===== src/rtl/plot_sink_pkg.sv =====
// Shared types and constants for the plot_sink pixel-to-framebuffer path.
package plot_sink_pkg;

    localparam int SCR_W_DEF = 160;
    localparam int SCR_H_DEF = 120;
    localparam int X_W       = 8;
    localparam int Y_W       = 7;
    localparam int COL_W     = 9;
    localparam int ADDR_W    = 15;
    localparam int ENTRY_W   = ADDR_W + COL_W;

    typedef enum logic [1:0] {
        ST_IDLE  = 2'd0,
        ST_DRAIN = 2'd1,
        ST_DONE  = 2'd2
    } state_t;

    // Linear framebuffer address; in-range coordinates never exceed 15 bits.
    function automatic logic [ADDR_W-1:0] pix_addr(input logic [X_W-1:0] x,
                                                   input logic [Y_W-1:0] y,
                                                   input int scr_w);
        int a;
        a = int'(x) + scr_w * int'(y);
        return a[ADDR_W-1:0];
    endfunction

endpackage


===== src/rtl/plot_sink_if.sv =====
// Pixel request / framebuffer write bundle for plot_sink.
interface plot_sink_if
    import plot_sink_pkg::*;
#(
    parameter int DEPTH = 8
);
    localparam int CNT_W = $clog2(DEPTH) + 1;

    logic [X_W-1:0]    iX;
    logic [Y_W-1:0]    iY;
    logic [COL_W-1:0]  iColour;
    logic              iPlot;
    logic              iDone;
    logic              iMemBusy;
    logic              oReady;
    logic [ADDR_W-1:0] oAddr;
    logic [COL_W-1:0]  oData;
    logic              oWren;
    logic              oFrameDone;
    logic              oOverflow;
    logic [CNT_W-1:0]  oCount;

    modport slave (
        input  iX, iY, iColour, iPlot, iDone, iMemBusy,
        output oReady, oAddr, oData, oWren, oFrameDone, oOverflow, oCount
    );

    modport master (
        output iX, iY, iColour, iPlot, iDone, iMemBusy,
        input  oReady, oAddr, oData, oWren, oFrameDone, oOverflow, oCount
    );

endinterface


===== src/rtl/plot_fifo.sv =====
// Synchronous FIFO of {addr, colour} entries; head is read combinationally.
module plot_fifo
    import plot_sink_pkg::*;
#(
    parameter int DEPTH = 8
) (
    input  logic                       iClock,
    input  logic                       iResetn,
    input  logic                       i_push,
    input  logic                       i_pop,
    input  logic [ENTRY_W-1:0]         i_data,
    output logic [ENTRY_W-1:0]         o_data,
    output logic                       o_full,
    output logic                       o_empty,
    output logic [$clog2(DEPTH):0]     o_count
);
    localparam int AW    = $clog2(DEPTH);
    localparam int CNT_W = AW + 1;

    logic [ENTRY_W-1:0] r_mem [DEPTH];
    logic [AW-1:0]      r_wr_ptr;
    logic [AW-1:0]      r_rd_ptr;
    logic [CNT_W-1:0]   r_count;
    logic               w_do_push;
    logic               w_do_pop;

    assign o_full    = (r_count == CNT_W'(DEPTH));
    assign o_empty   = (r_count == '0);
    assign o_count   = r_count;
    assign o_data    = r_mem[r_rd_ptr];
    assign w_do_push = i_push && !o_full;
    assign w_do_pop  = i_pop && !o_empty;

    // Storage array; contents need no reset since count gates visibility.
    always_ff @(posedge iClock) begin
        if (w_do_push) begin
            r_mem[r_wr_ptr] <= i_data;
        end
    end

    // Pointer and occupancy tracking; pointers wrap naturally (DEPTH is 2^n).
    always_ff @(posedge iClock) begin
        if (!iResetn) begin
            r_wr_ptr <= '0;
            r_rd_ptr <= '0;
            r_count  <= '0;
        end else begin
            if (w_do_push) r_wr_ptr <= r_wr_ptr + AW'(1);
            if (w_do_pop)  r_rd_ptr <= r_rd_ptr + AW'(1);
            case ({w_do_push, w_do_pop})
                2'b10:   r_count <= r_count + CNT_W'(1);
                2'b01:   r_count <= r_count - CNT_W'(1);
                default: r_count <= r_count;
            endcase
        end
    end

endmodule


===== src/rtl/plot_sink.sv =====
// Buffers pixel writes into a framebuffer port and signals when a frame has drained.
//  state    | meaning
//  ST_IDLE  | no frame-done pending
//  ST_DRAIN | waiting for r_remaining pixel writes to be accepted
//  ST_DONE  | oFrameDone pulse cycle
module plot_sink
    import plot_sink_pkg::*;
#(
    parameter int DEPTH = 8,
    parameter int SCR_W = SCR_W_DEF,
    parameter int SCR_H = SCR_H_DEF
) (
    input  logic     iClock,
    input  logic     iResetn,
    plot_sink_if.slave bus
);
    localparam int CNT_W = $clog2(DEPTH) + 1;
    localparam int REM_W = CNT_W + 1;

    logic               w_in_range;
    logic               w_push;
    logic               w_pop;
    logic               w_full;
    logic               w_empty;
    logic               w_load;
    logic               w_wr_acc;
    logic [ENTRY_W-1:0] w_push_data;
    logic [ENTRY_W-1:0] w_head;
    logic [CNT_W-1:0]   w_count;
    logic [REM_W-1:0]   w_snap;

    logic [ADDR_W-1:0]  r_addr;
    logic [COL_W-1:0]   r_data;
    logic               r_wren;
    logic               r_overflow;
    logic               r_frame_done;
    state_t             r_state;
    logic [REM_W-1:0]   r_remaining;

    assign w_in_range  = (int'(bus.iX) < SCR_W) && (int'(bus.iY) < SCR_H);
    assign w_push      = bus.iPlot && !w_full && w_in_range;
    assign w_wr_acc    = r_wren && !bus.iMemBusy;
    assign w_load      = !r_wren || !bus.iMemBusy;
    assign w_pop       = w_load && !w_empty;
    assign w_push_data = {pix_addr(bus.iX, bus.iY, SCR_W), bus.iColour};
    // Everything still owed for this frame, counting this edge's push and write.
    assign w_snap      = REM_W'(w_count) + REM_W'(r_wren) + REM_W'(w_push)
                         - REM_W'(w_wr_acc);

    plot_fifo #(.DEPTH(DEPTH)) u_fifo (
        .iClock  (iClock),
        .iResetn (iResetn),
        .i_push  (w_push),
        .i_pop   (w_pop),
        .i_data  (w_push_data),
        .o_data  (w_head),
        .o_full  (w_full),
        .o_empty (w_empty),
        .o_count (w_count)
    );

    // Output register: refills from the FIFO head when empty or when its write is taken.
    always_ff @(posedge iClock) begin
        if (!iResetn) begin
            r_wren <= 1'b0;
            r_addr <= '0;
            r_data <= '0;
        end else if (w_load) begin
            r_wren <= !w_empty;
            if (!w_empty) begin
                {r_addr, r_data} <= w_head;
            end
        end
    end

    // Sticky flag for in-range pixels lost to a full FIFO.
    always_ff @(posedge iClock) begin
        if (!iResetn) begin
            r_overflow <= 1'b0;
        end else if (bus.iPlot && w_full && w_in_range) begin
            r_overflow <= 1'b1;
        end
    end

    // Frame-done tracker; a new iDone always replaces the outstanding count.
    always_ff @(posedge iClock) begin
        if (!iResetn) begin
            r_state      <= ST_IDLE;
            r_remaining  <= '0;
            r_frame_done <= 1'b0;
        end else begin
            r_frame_done <= 1'b0;
            if (bus.iDone) begin
                r_remaining <= w_snap;
                if (w_snap == '0) begin
                    r_state      <= ST_DONE;
                    r_frame_done <= 1'b1;
                end else begin
                    r_state <= ST_DRAIN;
                end
            end else begin
                case (r_state)
                    ST_DRAIN: begin
                        if (w_wr_acc) begin
                            r_remaining <= r_remaining - REM_W'(1);
                            if (r_remaining == REM_W'(1)) begin
                                r_state      <= ST_DONE;
                                r_frame_done <= 1'b1;
                            end
                        end
                    end
                    default: r_state <= ST_IDLE;
                endcase
            end
        end
    end

    assign bus.oReady     = !w_full;
    assign bus.oAddr      = r_addr;
    assign bus.oData      = r_data;
    assign bus.oWren      = r_wren;
    assign bus.oFrameDone = r_frame_done;
    assign bus.oOverflow  = r_overflow;
    assign bus.oCount     = w_count;

endmodule


===== src/flat_wrapper.sv =====
// flat-port wrapper written by rule: the top's interface ports become plain ports
module plot_sink_flat import plot_sink_pkg::*;
#(
    parameter int DEPTH = 8,
    parameter int SCR_W = SCR_W_DEF,
    parameter int SCR_H = SCR_H_DEF
)
  (iClock, iResetn, bus_iX, bus_iY, bus_iColour, bus_iPlot, bus_iDone, bus_iMemBusy, bus_oReady, bus_oAddr, bus_oData, bus_oWren, bus_oFrameDone, bus_oOverflow, bus_oCount);
  plot_sink_if #(.DEPTH(DEPTH)) bus_i ();
  input  logic iClock;
  input  logic iResetn;
  input wire logic [$bits(bus_i.iX)-1:0] bus_iX;
  input wire logic [$bits(bus_i.iY)-1:0] bus_iY;
  input wire logic [$bits(bus_i.iColour)-1:0] bus_iColour;
  input wire logic [$bits(bus_i.iPlot)-1:0] bus_iPlot;
  input wire logic [$bits(bus_i.iDone)-1:0] bus_iDone;
  input wire logic [$bits(bus_i.iMemBusy)-1:0] bus_iMemBusy;
  output wire logic [$bits(bus_i.oReady)-1:0] bus_oReady;
  output wire logic [$bits(bus_i.oAddr)-1:0] bus_oAddr;
  output wire logic [$bits(bus_i.oData)-1:0] bus_oData;
  output wire logic [$bits(bus_i.oWren)-1:0] bus_oWren;
  output wire logic [$bits(bus_i.oFrameDone)-1:0] bus_oFrameDone;
  output wire logic [$bits(bus_i.oOverflow)-1:0] bus_oOverflow;
  output wire logic [$bits(bus_i.oCount)-1:0] bus_oCount;
  assign bus_i.iX = bus_iX;
  assign bus_i.iY = bus_iY;
  assign bus_i.iColour = bus_iColour;
  assign bus_i.iPlot = bus_iPlot;
  assign bus_i.iDone = bus_iDone;
  assign bus_i.iMemBusy = bus_iMemBusy;
  assign bus_oReady = bus_i.oReady;
  assign bus_oAddr = bus_i.oAddr;
  assign bus_oData = bus_i.oData;
  assign bus_oWren = bus_i.oWren;
  assign bus_oFrameDone = bus_i.oFrameDone;
  assign bus_oOverflow = bus_i.oOverflow;
  assign bus_oCount = bus_i.oCount;
  plot_sink #(.DEPTH(DEPTH), .SCR_W(SCR_W), .SCR_H(SCR_H)) u_core (.iClock(iClock), .iResetn(iResetn), .bus(bus_i));
endmodule

===== config.mk =====
export PLATFORM = sky130hd
export DESIGN_NAME = plot_sink_flat
export DESIGN_NICKNAME = d
export VERILOG_FILES = /design/src/rtl/plot_sink_pkg.sv /design/src/rtl/plot_sink_if.sv /design/src/rtl/plot_fifo.sv /design/src/rtl/plot_sink.sv /design/src/flat_wrapper.sv
export SDC_FILE = /design/constraint.sdc
export NUM_CORES = 1
export LEC_CHECK = 0
export ABC_AREA = 1
export CAP_MARGIN = 20
export CORE_MARGIN = 2
export CORE_UTILIZATION = 66
export CTS_BUF_LIST = sky130_fd_sc_hd__clkbuf_8
export DETAILED_ROUTE_END_ITERATION = 7
export PLACE_DENSITY = 0.95
export RECOVER_POWER = 50
export SYNTH_ARGS = -nofsm -noshare
export SYNTH_HDL_FRONTEND = slang
export SYNTH_SLANG_ARGS = --single-unit

===== constraint.sdc =====
create_clock -name iClock -period 5.4 [get_ports iClock]
set_input_delay 0.81 -clock iClock [delete_from_list [all_inputs] [get_ports iClock]]
set_output_delay 0.81 -clock iClock [all_outputs]
set_load 0.02 [all_outputs]

# --- Word-level counts from Yosys, hierarchy flattened ---
# Memories as Yosys holds them, arrays and structs flattened. A register that Yosys moved wholly into a read port is not among the register bits.
# Cells that the tools add are included.
totals:
  n_memories: 1
  ff_bits: 20
  out_inout_bits: 32
  mem_bits_rw: 192
classes:
  mul: 1
  add_sub_neg: 9
  order_cmp: 2
  n_bitwise: 1
  n_reduce_logical: 23
  eq_ne: 7
  n_mux: 16
memory_table:
  columns: ["name", "words", "word_bits", "read_ports", "rd_clocked_by_memory_dff", "write_ports", "line_no", "text"]
  rows:
  - ["u_core.u_fifo.r_mem", 8, 24, 1, 1, 1, "plot_fifo.sv:20", "logic [ENTRY_W-1:0] r_mem [DEPTH];"]
ops:
  columns: ["cell", "n"]
  rows:
  - ["$add 9x15->15", 1]
  - ["$mux 5", 3]
  - ["$mul 3x7->10 const A", 1]
  - ["$mux 2", 5]
  - ["$logic_and 1x1->1", 9]
  - ["$lt 8x8->1 const B", 1]
  - ["$pmux 4 s2", 1]
  - ["$lt 7x7->1 const B", 1]
  - ["$mux 1", 7]
  - ["$add 3x1->3 const B", 2]
  - ["$ne 3x2->1 const B", 2]
  - ["$reduce_and 2->1", 3]
  - ["$reduce_bool 2->1", 3]
  - ["$add 4x1->5", 1]
  - ["$add 5x1->5", 1]
  - ["$eq 5x1->1 const B", 1]
  - ["$logic_not 1->1", 5]
  - ["$logic_not 5->1", 1]
  - ["$sub 5x1->5", 1]
  - ["$sub 5x1->5 const B", 1]
  - ["$add 4x1->4 const B", 1]
  - ["$eq 2x1->1 const B", 2]
  - ["$eq 4x4->1 const B", 1]
  - ["$logic_not 4->1", 1]
  - ["4 further kinds", 4]

# --- Longest topological paths before layout ---
# Gate-level depths: netlist of the first run.
logic_depth:
  ltp_word: 9
  depth_mapped: 15
  mapped_depth_nobuf: 15

# --- Cells and area by module ---
# A second synthesis of the first run with hierarchy kept.
unflattened:
  hier_cells: 923
  hier_area_um2: 10312.4
modules_own_cells:
  columns: ["mod", "cells_each", "area_each_um2", "instances"]
  rows:
  - ["plot_fifo", 636, 8210.4, 1]
  - ["plot_sink", 287, 2102.0, 1]

# --- Worst setup path after synthesis of the first run ---
# Ideal clock, no wire load.
synth_timing:
  path_type: "input-to-reg"
  startpoint: "in bus_iX[6]"
  endpoint: "mem u_core.u_fifo.r_mem[5][0] (netlist name), enable pin"
  path_slack_ps: 1979
  cell_stages: 4
  arrival_time_ps: 2986
  required_time_ps: 4965
  setup_ps: 435
  path_cell_list: "o21ai_0 -> o21a_1 -> nand3_2 -> nor3_1"
synth_between:
  elab_chain_len: 6
synth_rtl:
  columns: ["element", "line_no", "text"]
  rows:
  - ["start: declaration", "flat_wrapper.sv:12", "input wire logic [$bits(bus_i.iX)-1:0] bus_iX;"]
  - ["$lt 8x8->1", "plot_sink.sv:40", "assign w_in_range = (int'(bus.iX) < SCR_W) && (int'(bus.iY) < SCR_H);"]
  - ["$logic_and 1x1->1", "plot_sink.sv:40", null]
  - ["$logic_and 1x1->1", "plot_sink.sv:41", "assign w_push = bus.iPlot && !w_full && w_in_range;"]
  - ["$logic_and 1x1->1", "plot_fifo.sv:31", "assign w_do_push = i_push && !o_full;"]
  - ["$mux 1", "plot_fifo.sv:36", "if (w_do_push) begin"]
  - ["$mux 1 (not written as such)", "plot_fifo.sv:37", "r_mem[r_wr_ptr] <= i_data;"]
  - ["end: declaration", "plot_fifo.sv:20", null]
# Every way passes these cells.

# --- Final worst setup path of the first run ---
layout_timing:
  startpoint: "in bus_iX[6]"
  endpoint: "mem u_core.u_fifo.r_mem[5][8] (netlist name), enable pin"
# The elaborated chain is that of the path after synthesis.

==> impl_metrics.py, run 1 <==
metrics = {
    "detailed_routing": {
        "drt_pass1_iterations": 6,
        "routedLengthMet1_microns": 8210,
        "via_per_inst": 6.02,
        "wl_per_cell_microns": 18.4,
        "met2_length_microns": 11700,
        "routed_wl_microns": 22400,
        "routed-wl-met3_microns": 1690,
        "drcViolationCount": 0,
        "vias": 7340,
        "final_antenna_net_count": 0,
        "dr.max_layer_used": "met4",
        "drt_iter0_drc": 895,
    },
    "synthesis": {
        "ys_seq_elements": 236,
        "syn_area_sq_mm": 0.0103,
        "synth_cell_types": 27,
        "ys.warnings.count": 0,
        "ys_seq_area_share_pct": 64.6,
        "syn_area_per_cell_sq_um": 10.9,
        "syn_inst": 940,
        "syn_nets": 1000,
    },
    "worst_setup_path": {
        "crit_path_start": "bus_iX[6]",
        "endpoint": "u_core.u_fifo.r_mem[5][8]",
        "worstPathRequired_ns": 5.49,
        "r2r_end": "u_core.u_fifo.o_count[3]",
        "worstReg2RegStart": "u_core.u_fifo.o_count[3]",
        "rrSetupSlack_ns": 2.00,
        "endpoint_kind": "flip-flop",
        "r2r_cells": 12,
        "critPathArrivalTime_ns": 3.80,
        "criticalPathCategory": "primary input to flip-flop",
        "start_kind": "primary input",
        "crit_fanout": 24,
    },
    "timing": {
        "worstMarginPinSlew_ns": 1.75,
        "setup_tns_ns": 0,
        "slew_viol_final": 79,
        "setup_viol": 0,
        "rsz0062_at_grt": "no",
        "hold_viol": 0,
        "finalWorstSetupSlack_ns": 1.69,
        "slew_headroom_pct": -16.8,
        "fin_worst_skew_ns": 0.0293,
        "period_share_pct": 68.7,
        "fmax_mhz": 270,
        "min_period_ns": 3.71,
    },
    "run_status": {
        "status": "finished with violations",
        "violations": "max-capacitance violations, max-slew violations",
    },
    "die": {
        "core_area_sq_mm": 0.0152,
        "die_width_microns": 129,
        "die_area_sq_mm": 0.0166,
        "rows": 45,
        "initial_core_util_pct": 67.6,
        "io_pins": 61,
        "die_y_microns": 129,
    },
    "clock_tree": {
        "ctsHoldBuffers": 0,
        "cts_root_buf": "clkbuf_8",
        "post_cts_buffers": 0,
        "htree_levels": 2,
        "cts_max_path_buffers": 3,
        "cts_tree": "done",
        "clock_sinks": 236,
        "clkTransAtPathRegs_ns": 0.06,
        "clk_latency_ns": 0.52,
        "cts_repair_resize_count": 0,
        "cts_made_buffers": 35,
    },
    "place": {
        "gp_congestion": 0.822,
        "dp_hpwl_microns": 13200,
        "pre_cts_ws_ns": 1.68,
        "portBuffers": 60,
    },
    "job": {
        "cap_violations": 2,
    },
    "global_route": {
        "grt_antenna_before_repair": 0,
        "overflow": 0,
        "grt_pass1_wl_microns": 35300,
        "grt_max_degree": 138,
        "grt_use_total_pct": 27.5,
        "grt_pass1_vias": 7214,
    },
    "pwr": {
        "p_leak_nw": 4.60,
        "peakVddDrop_v": 0.000250,
        "p_per_area_mw_per_mm2": 461,
    },
    "finish": {
        "final_layout_size_suffix_gt1_share_pct": 6.50,
        "diodes": 0,
        "syn2layout_area_growth_pct": 13.3,
        "fin_nets": 1064,
    },
    "min_path": {
        "hp-class": "flip-flop to flip-flop",
    },
}
[cell usage in the layout, fill, tap and decap left out, drive strengths merged, types with 8 or more instances in the layout]
| cell type | instances |
|---|---|
| edfxtp | 192 |
| inv | 149 |
| nand2 | 131 |
| a21oi | 93 |
| o21ai | 86 |
| nand3 | 72 |
| o211ai | 49 |
| dlygate4sd3 | 48 |
| dfxtp | 44 |
| clkbuf | 39 |
| nor2 | 28 |
| ha | 26 |
| clkinv | 16 |
| clkdlybuf4s50 | 12 |
| buf | 11 |
| xor2 | 8 |
[worst min-delay path by stage]
stage                                from                    end  slack, ns  cells after the start
floorplan           u_core.r_remaining[4]  u_core.r_remaining[4]       0.45                      2
global placement    u_core.r_remaining[4]  u_core.r_remaining[4]       0.46                      2
detailed placement  u_core.r_remaining[4]  u_core.r_remaining[4]       0.46                      2
CTS                 u_core.r_remaining[4]  u_core.r_remaining[4]       0.47                      2
global route        u_core.r_remaining[4]  u_core.r_remaining[4]       0.51                      2
finish              u_core.r_remaining[4]  u_core.r_remaining[4]       0.47                      2
[layer usage]
layer	up-vias	global-route usage, %
li1	3391	-
met1	3440	33.6
met2	416	47.9
met4	0	13.2
met5	-	0
met3	93	4.82
[worst max-delay path: stages]
cell           delay, ns
dlygate4sd3_1       0.57
o21ai_0             0.24
o21a_1              0.25
nand3_1             0.40
nor3_2              0.21
clkbuf_1            1.29
[report_power, final]
group / total, mW / internal (mW) / leakage (nW) / switching (mW)
clock network: 1.35 / 0.689 / 0.374 / 0.663
logic: 1.71 / 0.599 / 2.13 / 1.11
registers: 2.31 / 2.16 / 2.10 / 0.152
[synth_stat cells (all sizes together)]
library cell	number	share of area (%)
inv	138	5.0
buf	26	1.8
or2	1	0.061
a31oi	2	0.12
o211ai	49	3.6
nor3b	1	0.073
o21a	1	0.073
o21ai	86	4.2
clkinv	2	0.073
xnor2	5	0.43
nand4	5	0.30
a21oi	93	4.5
nand3	72	3.6
ha	26	3.2
nand2	131	4.8
edfxtp	192	56
nor2	28	1.0
xor2	8	0.68
fa	5	0.97
clkbuf	20	0.73
nor3	5	0.24
dfxtp	44	8.6
[registers in the layout, indices dropped and copies added (netlist names)]
name                    flops
u_core.u_fifo.o_count       4
u_core.u_fifo.r_rd_ptr      3
u_core.r_state              2
u_core.u_fifo.r_wr_ptr      3
u_core.bus.oAddr           15
u_core.u_fifo.r_mem       192
u_core.bus.oWren            1
u_core.bus.oFrameDone       1
u_core.r_remaining          5
u_core.bus.oOverflow        1
u_core.bus.oData            9
[stage by stage]
stage | util [%] | cell area (sq um) | hold WS, ns | cells | total power [mW]
final | 76.6 | 11600 | 0.469 | 1219 | 5.37
after global routing | 76.6 | 11600 | 0.515 | 1219 | 5.66
after CTS | 76.6 | 11600 | 0.467 | 1218 | 5.37
after detailed placement | 72.3 | 11000 | 0.458 | 1154 | 4.02
after global placement | 72.3 | 11000 | 0.455 | 1154 | 3.91
after floorplan | - | 10300 | 0.445 | 940 | 3.57
[cell type report]
class / count / area, sq um
Tap cell: 188 / 235
Sequential cell: 236 / 6650
Multi-Input combinational cell: 518 / 2870
Clock buffer: 37 / 509
Timing Repair Buffer: 73 / 711
Fill cell: 850 / 3560
Clock inverter: 27 / 144
Inverter: 140 / 526
[cell families after synthesis]
family / Yosys count / synth area share [%]
AOI/OAI and AO/OA: 231 / 12.5
xor gates and xnor gates: 13 / 1.11
adders and majority gates: 31 / 4.14
buffers and inverters: 186 / 7.60
DFF: 236 / 64.6
and+or+nand+nor: 243 / 10.0
(Power assumes the default switching activity.)
==> run 2, diff against run 1 <==
CORE_UTILIZATION = 62   (was 66)
PLACE_DENSITY = 0.91   (was 0.95)
clock period = 3.8 ns   (was 5.4 ns; I/O delays follow)
==> run 2 against run 1 <==
Compared with the run above: the run still ends with max-capacitance violations, max-slew violations left; clock power grew 45%; wire length decreased by 1.4%; sequential power grew 45%; die area rose by 6.3%; via count decreased by 0.99%; power up 43%; combinational power rose by 36%; critical path type unchanged; largest power group unchanged; highest routed layer is now met5.
==> impl_metrics.py, run 2 (synthesis results as in run 1) <==
metrics = {
    "timing": {
        "slew_viol_final": 36,
        "fin_worst_skew_ns": 0.0253,
        "setup_tns_ns": 0,
        "fin_hold_ws_ns": 0.476,
        "min_period_ns": 3.16,
        "worstMarginPinSlew_ns": 1.79,
        "hold_viol": 0,
        "setup_viol": 0,
        "fmax_mhz": 316,
        "period_share_pct": 83.2,
        "slew_headroom_pct": -19.2,
        "rsz0062_at_grt": "no",
    },
    "clock_tree": {
        "cts_made_buffers": 35,
        "post_cts_buffers": 0,
        "ctsHoldBuffers": 0,
        "cts_max_path_buffers": 3,
        "clkTransAtPathRegs_ns": 0.07,
        "clk_latency_ns": 0.52,
        "cts_tree": "done",
        "cts_root_buf": "clkbuf_8",
        "htree_levels": 2,
        "cts_repair_resize_count": 0,
        "clock_sinks": 236,
    },
    "worst_setup_path": {
        "critPathArrivalTime_ns": 3.63,
        "crit_chain": "clkdlybuf4s50_1 -> clkbuf_1 -> clkinv_1 -> a21oi_1 -> o21ai_0 -> inv_1",
        "cp_slowest_cell": "clkbuf_1",
        "slowest_delay_ns": 1.28,
        "r2r_cells": 14,
        "endpoint_kind": "flip-flop",
        "start_kind": "primary input",
        "worstPathRequired_ns": 4.27,
        "criticalPathCategory": "primary input to flip-flop",
        "crit_fanout": 35,
    },
    "finish": {
        "largest_reg_flops": 192,
        "n_fill_cell": 1007,
        "diodes": 0,
        "fin_nets": 1067,
        "layout.cells.most_common_list": "edfxtp_1, inv_1, nand2_1",
        "final_common_cell": "edfxtp_1",
        "largest_register": "u_core.u_fifo.r_mem",
        "final_layout_size_suffix_gt1_share_pct": 6.87,
        "syn2layout_area_growth_pct": 14.3,
    },
    "detailed_routing": {
        "final_antenna_net_count": 0,
        "via_per_inst": 5.80,
        "drt_iter0_drc": 780,
        "vias": 7267,
        "drt_pass1_iterations": 5,
        "routed_wl_microns": 22100,
        "wl_per_cell_microns": 17.6,
        "drcViolationCount": 0,
    },
    "pwr": {
        "peakVddDrop_v": 0.000363,
        "swShare_pct": 35.4,
        "p_comb_share_pct": 30.4,
        "p_seq_share_pct": 43.9,
        "p_switching_mw": 2.71,
        "p_per_area_mw_per_mm2": 652,
        "clkPwrFrac_pct": 25.6,
        "p_leak_nw": 4.64,
        "intPower_mw": 4.94,
    },
    "job": {
        "cap_violations": 1,
    },
    "die": {
        "initial_core_util_pct": 62.7,
        "rows": 47,
        "io_pins": 61,
        "core_area_sq_mm": 0.0164,
        "die_y_microns": 133,
        "die_width_microns": 133,
        "die_area_sq_mm": 0.0176,
    },
    "min_path": {
        "hp-class": "flip-flop to flip-flop",
        "holdPathStages": 2,
    },
    "place": {
        "portBuffers": 60,
        "gp_congestion": 0.853,
        "dp_hpwl_microns": 12300,
    },
    "run_status": {
        "status": "finished with violations",
        "violations": "max-capacitance violations, max-slew violations",
    },
    "global_route": {
        "grt_max_degree": 109,
        "grt_pass1_wl_microns": 35000,
        "grt_antenna_before_repair": 1,
        "grt_pass1_vias": 7034,
        "grt_use_total_pct": 25.2,
        "overflow": 0,
    },
}
[run 2: changes by cell type in the layout (fill, tap and decap cells not counted), sizes merged]
cell,delta
clkbuf,+5
clkdlybuf4s50,+1
clkinv,-7
clkinvlp,+1
dlygate4sd3,-1
inv,+4
[run 2: area by class of cell]
cell class | count | area (sq um) | share of cell area [%]
clock inverter | 25 | 138 | 1.17
timing repair buffer | 76 | 754 | 6.42
sequential | 236 | 6650 | 56.6
tap | 220 | 275 | 2.34
multi-input combinational | 518 | 2870 | 24.4
clock buffer | 39 | 537 | 4.57
inverter | 140 | 526 | 4.47
[run 2: through the flow]
step                cells  power (mW)  cell area [sq um]  utilization (%)  worst slack (ns)
global placement     1190        5.60              11100             67.7             0.622
finish               1254        7.66              11800             71.6             0.638
CTS                  1254        7.71              11800             71.8              1.05
floorplan             940        5.07              10300                -             0.410
detailed placement   1190        5.73              11100             67.7             0.514
global route         1254        8.07              11800             71.6             0.500
[run 2: path summary, 6_finish.rpt]
| kind | from | end | slack (ns) |
|---|---|---|---|
| setup / recovery | iResetn | u_core.u_fifo.o_count[2] | 0.64 |
| hold / removal | u_core.r_remaining[4] | u_core.r_remaining[4] | 0.48 |
| setup reg to reg | u_core.u_fifo.o_count[2] | u_core.r_state[1] | 1.19 |
| hold reg to reg | u_core.r_remaining[4] | u_core.r_remaining[4] | 0.48 |
[run 2: power groups by stage]
stage               combinational, mW  clock, mW  sequential [mW]
global placement                 2.21          0             3.39
global route                     2.58       2.08             3.40
floorplan                        1.72          0             3.35
CTS                              2.36       1.98             3.36
detailed placement               2.32          0             3.41
finish                           2.33       1.96             3.36
[run 2: critical path, delay by kind of cell]
family                 cells  cell delay [ns]
buffers and inverters      4             2.61
AO/OA/AOI/OAI              2             0.43
[run 2: routing by layer]
metal	up-vias	global-route usage [%]	routed length (microns)
li1	3399	-	-
met1	3419	31.9	8450
met2	374	42.9	11200
met3	73	4.25	1720
met4	2	11.3	728
met5	-	0	13
==> run 3, diff against run 2 <==
CORE_UTILIZATION = 56   (was 62)
PLACE_DENSITY = 0.87   (was 0.91)
clock period = 2.8 ns   (was 3.8 ns; I/O delays follow)
==> run 3 against run 2 <==
Compared with the run above: the run now ends clean; clock-buffer cell count down 2; flip-flop and latch count unchanged; wire length down 2.1%; sequential power up 33%; register-to-register slack worse by 1.0 ns; core utilization down 4.4 points; cell count up 2.7%; critical path depth up 2; die area up 10%; worst setup slack worse by 0.46 ns; global-route usage down 2.8 points; critical path type is now flip-flop to flip-flop; largest power group unchanged.
==> impl_metrics.py, run 3 (synthesis results as in run 1) <==
metrics = {
    "timing": {
        "rsz0062_at_grt": "no",
        "period_share_pct": 93.6,
        "fin_worst_skew_ns": 0.0159,
        "worstMarginPinSlew_ns": 1.00,
        "slew_headroom_pct": 33.0,
        "min_period_ns": 2.62,
        "hold_viol": 0,
        "setup_viol": 0,
        "fin_hold_ws_ns": 0.471,
        "fmax_mhz": 382,
        "slew_viol_final": 0,
    },
    "clock_tree": {
        "cts_root_buf": "clkbuf_8",
        "ctsHoldBuffers": 0,
        "clkTransAtPathRegs_ns": 0.07,
        "htree_levels": 2,
        "clock_sinks": 236,
        "cts_made_buffers": 35,
        "cts_max_path_buffers": 3,
        "post_cts_buffers": 0,
        "cts_tree": "done",
        "clk_latency_ns": 0.52,
        "cts_repair_resize_count": 0,
    },
    "finish": {
        "final_common_cell": "edfxtp_1",
        "layout.cells.most_common_list": "edfxtp_1, inv_1, nand2_1",
        "syn2layout_area_growth_pct": 17.4,
        "final_layout_size_suffix_gt1_share_pct": 9.16,
        "largest_reg_flops": 192,
        "fin_nets": 1092,
        "diodes": 0,
        "largest_register": "u_core.u_fifo.r_mem",
        "n_fill_cell": 1222,
    },
    "die": {
        "die_width_microns": 140,
        "rows": 49,
        "initial_core_util_pct": 57.2,
        "core_area_sq_mm": 0.0180,
        "io_pins": 61,
        "die_y_microns": 140,
        "die_area_sq_mm": 0.0195,
    },
    "pwr": {
        "peakVddDrop_v": 0.000447,
        "p_leak_nw": 4.77,
        "p_per_area_mw_per_mm2": 894,
        "total_power_mw": 10.8,
    },
    "worst_setup_path": {
        "start_kind": "flip-flop",
        "cpLargestDelayFamily": "buffers and inverters",
        "cp_slowest_cell": "clkbuf_1",
        "criticalPathCategory": "flip-flop to flip-flop",
        "crit_chain": "inv_1 -> ha_1 -> nand3_1 -> clkbuf_1 -> nand3_1 -> clkbuf_1 -> nor3_1 -> clkbuf_1",
        "endpoint_kind": "flip-flop",
        "crit_buf_inv": 4,
        "worstReg2RegStart": "u_core.u_fifo.o_count[2]",
        "worstPathRequired_ns": 2.94,
        "slowest_delay_ns": 0.60,
        "crit_path_start": "u_core.u_fifo.o_count[2]",
        "crit_top_cell": "clkbuf_1",
        "critPathArrivalTime_ns": 2.76,
        "crit_fanout": 9,
    },
    "min_path": {
        "holdCritStartpoint": "u_core.r_remaining[4]",
        "hp-class": "flip-flop to flip-flop",
    },
    "detailed_routing": {
        "wl_per_cell_microns": 16.8,
        "drt_iter0_drc": 822,
        "drcViolationCount": 0,
        "drt_pass1_iterations": 5,
        "final_antenna_net_count": 0,
        "vias": 7220,
        "via_per_inst": 5.61,
        "routed_wl_microns": 21600,
    },
    "global_route": {
        "grt_max_degree": 73,
        "grt_antenna_before_repair": 0,
        "grt_use_total_pct": 22.4,
        "overflow": 0,
        "grt_pass1_vias": 7037,
        "grt_pass1_wl_microns": 34900,
    },
    "place": {
        "dp_hpwl_microns": 13300,
        "gp_congestion": 0.840,
        "portBuffers": 60,
    },
    "run_status": {
        "status": "finished, final reports clean",
    },
    "job": {
        "cap_violations": 0,
    },
}
## run 3: cell count changes in the layout (fill, tap and decap cells not counted), moves of 2 or more
| cell | change |
|---|---|
| buf_12 | +4 |
| clkbuf_1 | +3 |
| clkinv_2 | +4 |
| clkbuf_8 | -2 |
| bufinv_16 | +4 |
| inv_1 | -8 |
| buf_4 | +16 |
| clkinv_1 | +4 |
## run 3: worst register-to-register path, cell delays in order, from the launching register on
cell	delay, ns
dfxtp_1	0.40
inv_1	0.12
ha_1	0.21
nand3_1	0.10
clkbuf_1	0.18
nand3_1	0.15
clkbuf_1	0.21
nor3_1	0.27
clkbuf_1	0.60
## run 3: cell type report
cell class                      count  area, sq um  share of cell area [%]
Timing Repair Buffer              101          978                    8.10
Tap cell                          229          287                    2.37
Clock inverter                     27          251                    2.08
Sequential cell                   236         6650                    55.1
Multi-Input combinational cell    518         2870                    23.8
Inverter                          140          526                    4.35
Clock buffer                       37          509                    4.22
## run 3: per-layer routing
| metal | up-vias | global-route usage (%) | wire (microns) |
|---|---|---|---|
| met4 | 0 | 8.56 | 569 |
| met3 | 55 | 3.44 | 1520 |
| met2 | 321 | 38.3 | 10900 |
| li1 | 3442 | - | - |
| met1 | 3402 | 29.1 | 8620 |
| met5 | - | 0 | 0 |
## run 3: report_power, final
| group | leakage (nW) | total [mW] | internal (mW) | switching (mW) |
|---|---|---|---|---|
| clock network | 0.410 | 3.00 | 1.70 | 1.30 |
| registers | 2.10 | 4.48 | 4.16 | 0.319 |
| logic | 2.26 | 3.31 | 1.22 | 2.09 |
| total | 4.77 | 10.8 | 7.08 | 3.70 |
## run 3: final timing paths
path	end	cells after the start	slack, ns
max	u_core.u_fifo.r_mem[5][5]	8	0.18
min	u_core.r_remaining[4]	2	0.47
max reg2reg	u_core.u_fifo.r_mem[5][5]	8	0.18
min reg2reg	u_core.r_remaining[4]	2	0.47
## run 3: per-stage QoR
stage | util, % | worst slack [ns] | cell area [sq um] | setup TNS (ns) | std cells
floorplan | - | -0.590 | 10300 | -56.66 | 940
finish | 67.2 | 0.180 | 12100 | 0 | 1288
global route | 67.2 | 0.0123 | 12100 | 0 | 1288
detailed placement | 63.4 | -0.253 | 11400 | -9.04 | 1224
global placement | 63.4 | -0.166 | 11400 | -2.31 | 1224
CTS | 67.6 | 0.247 | 12100 | 0 | 1288
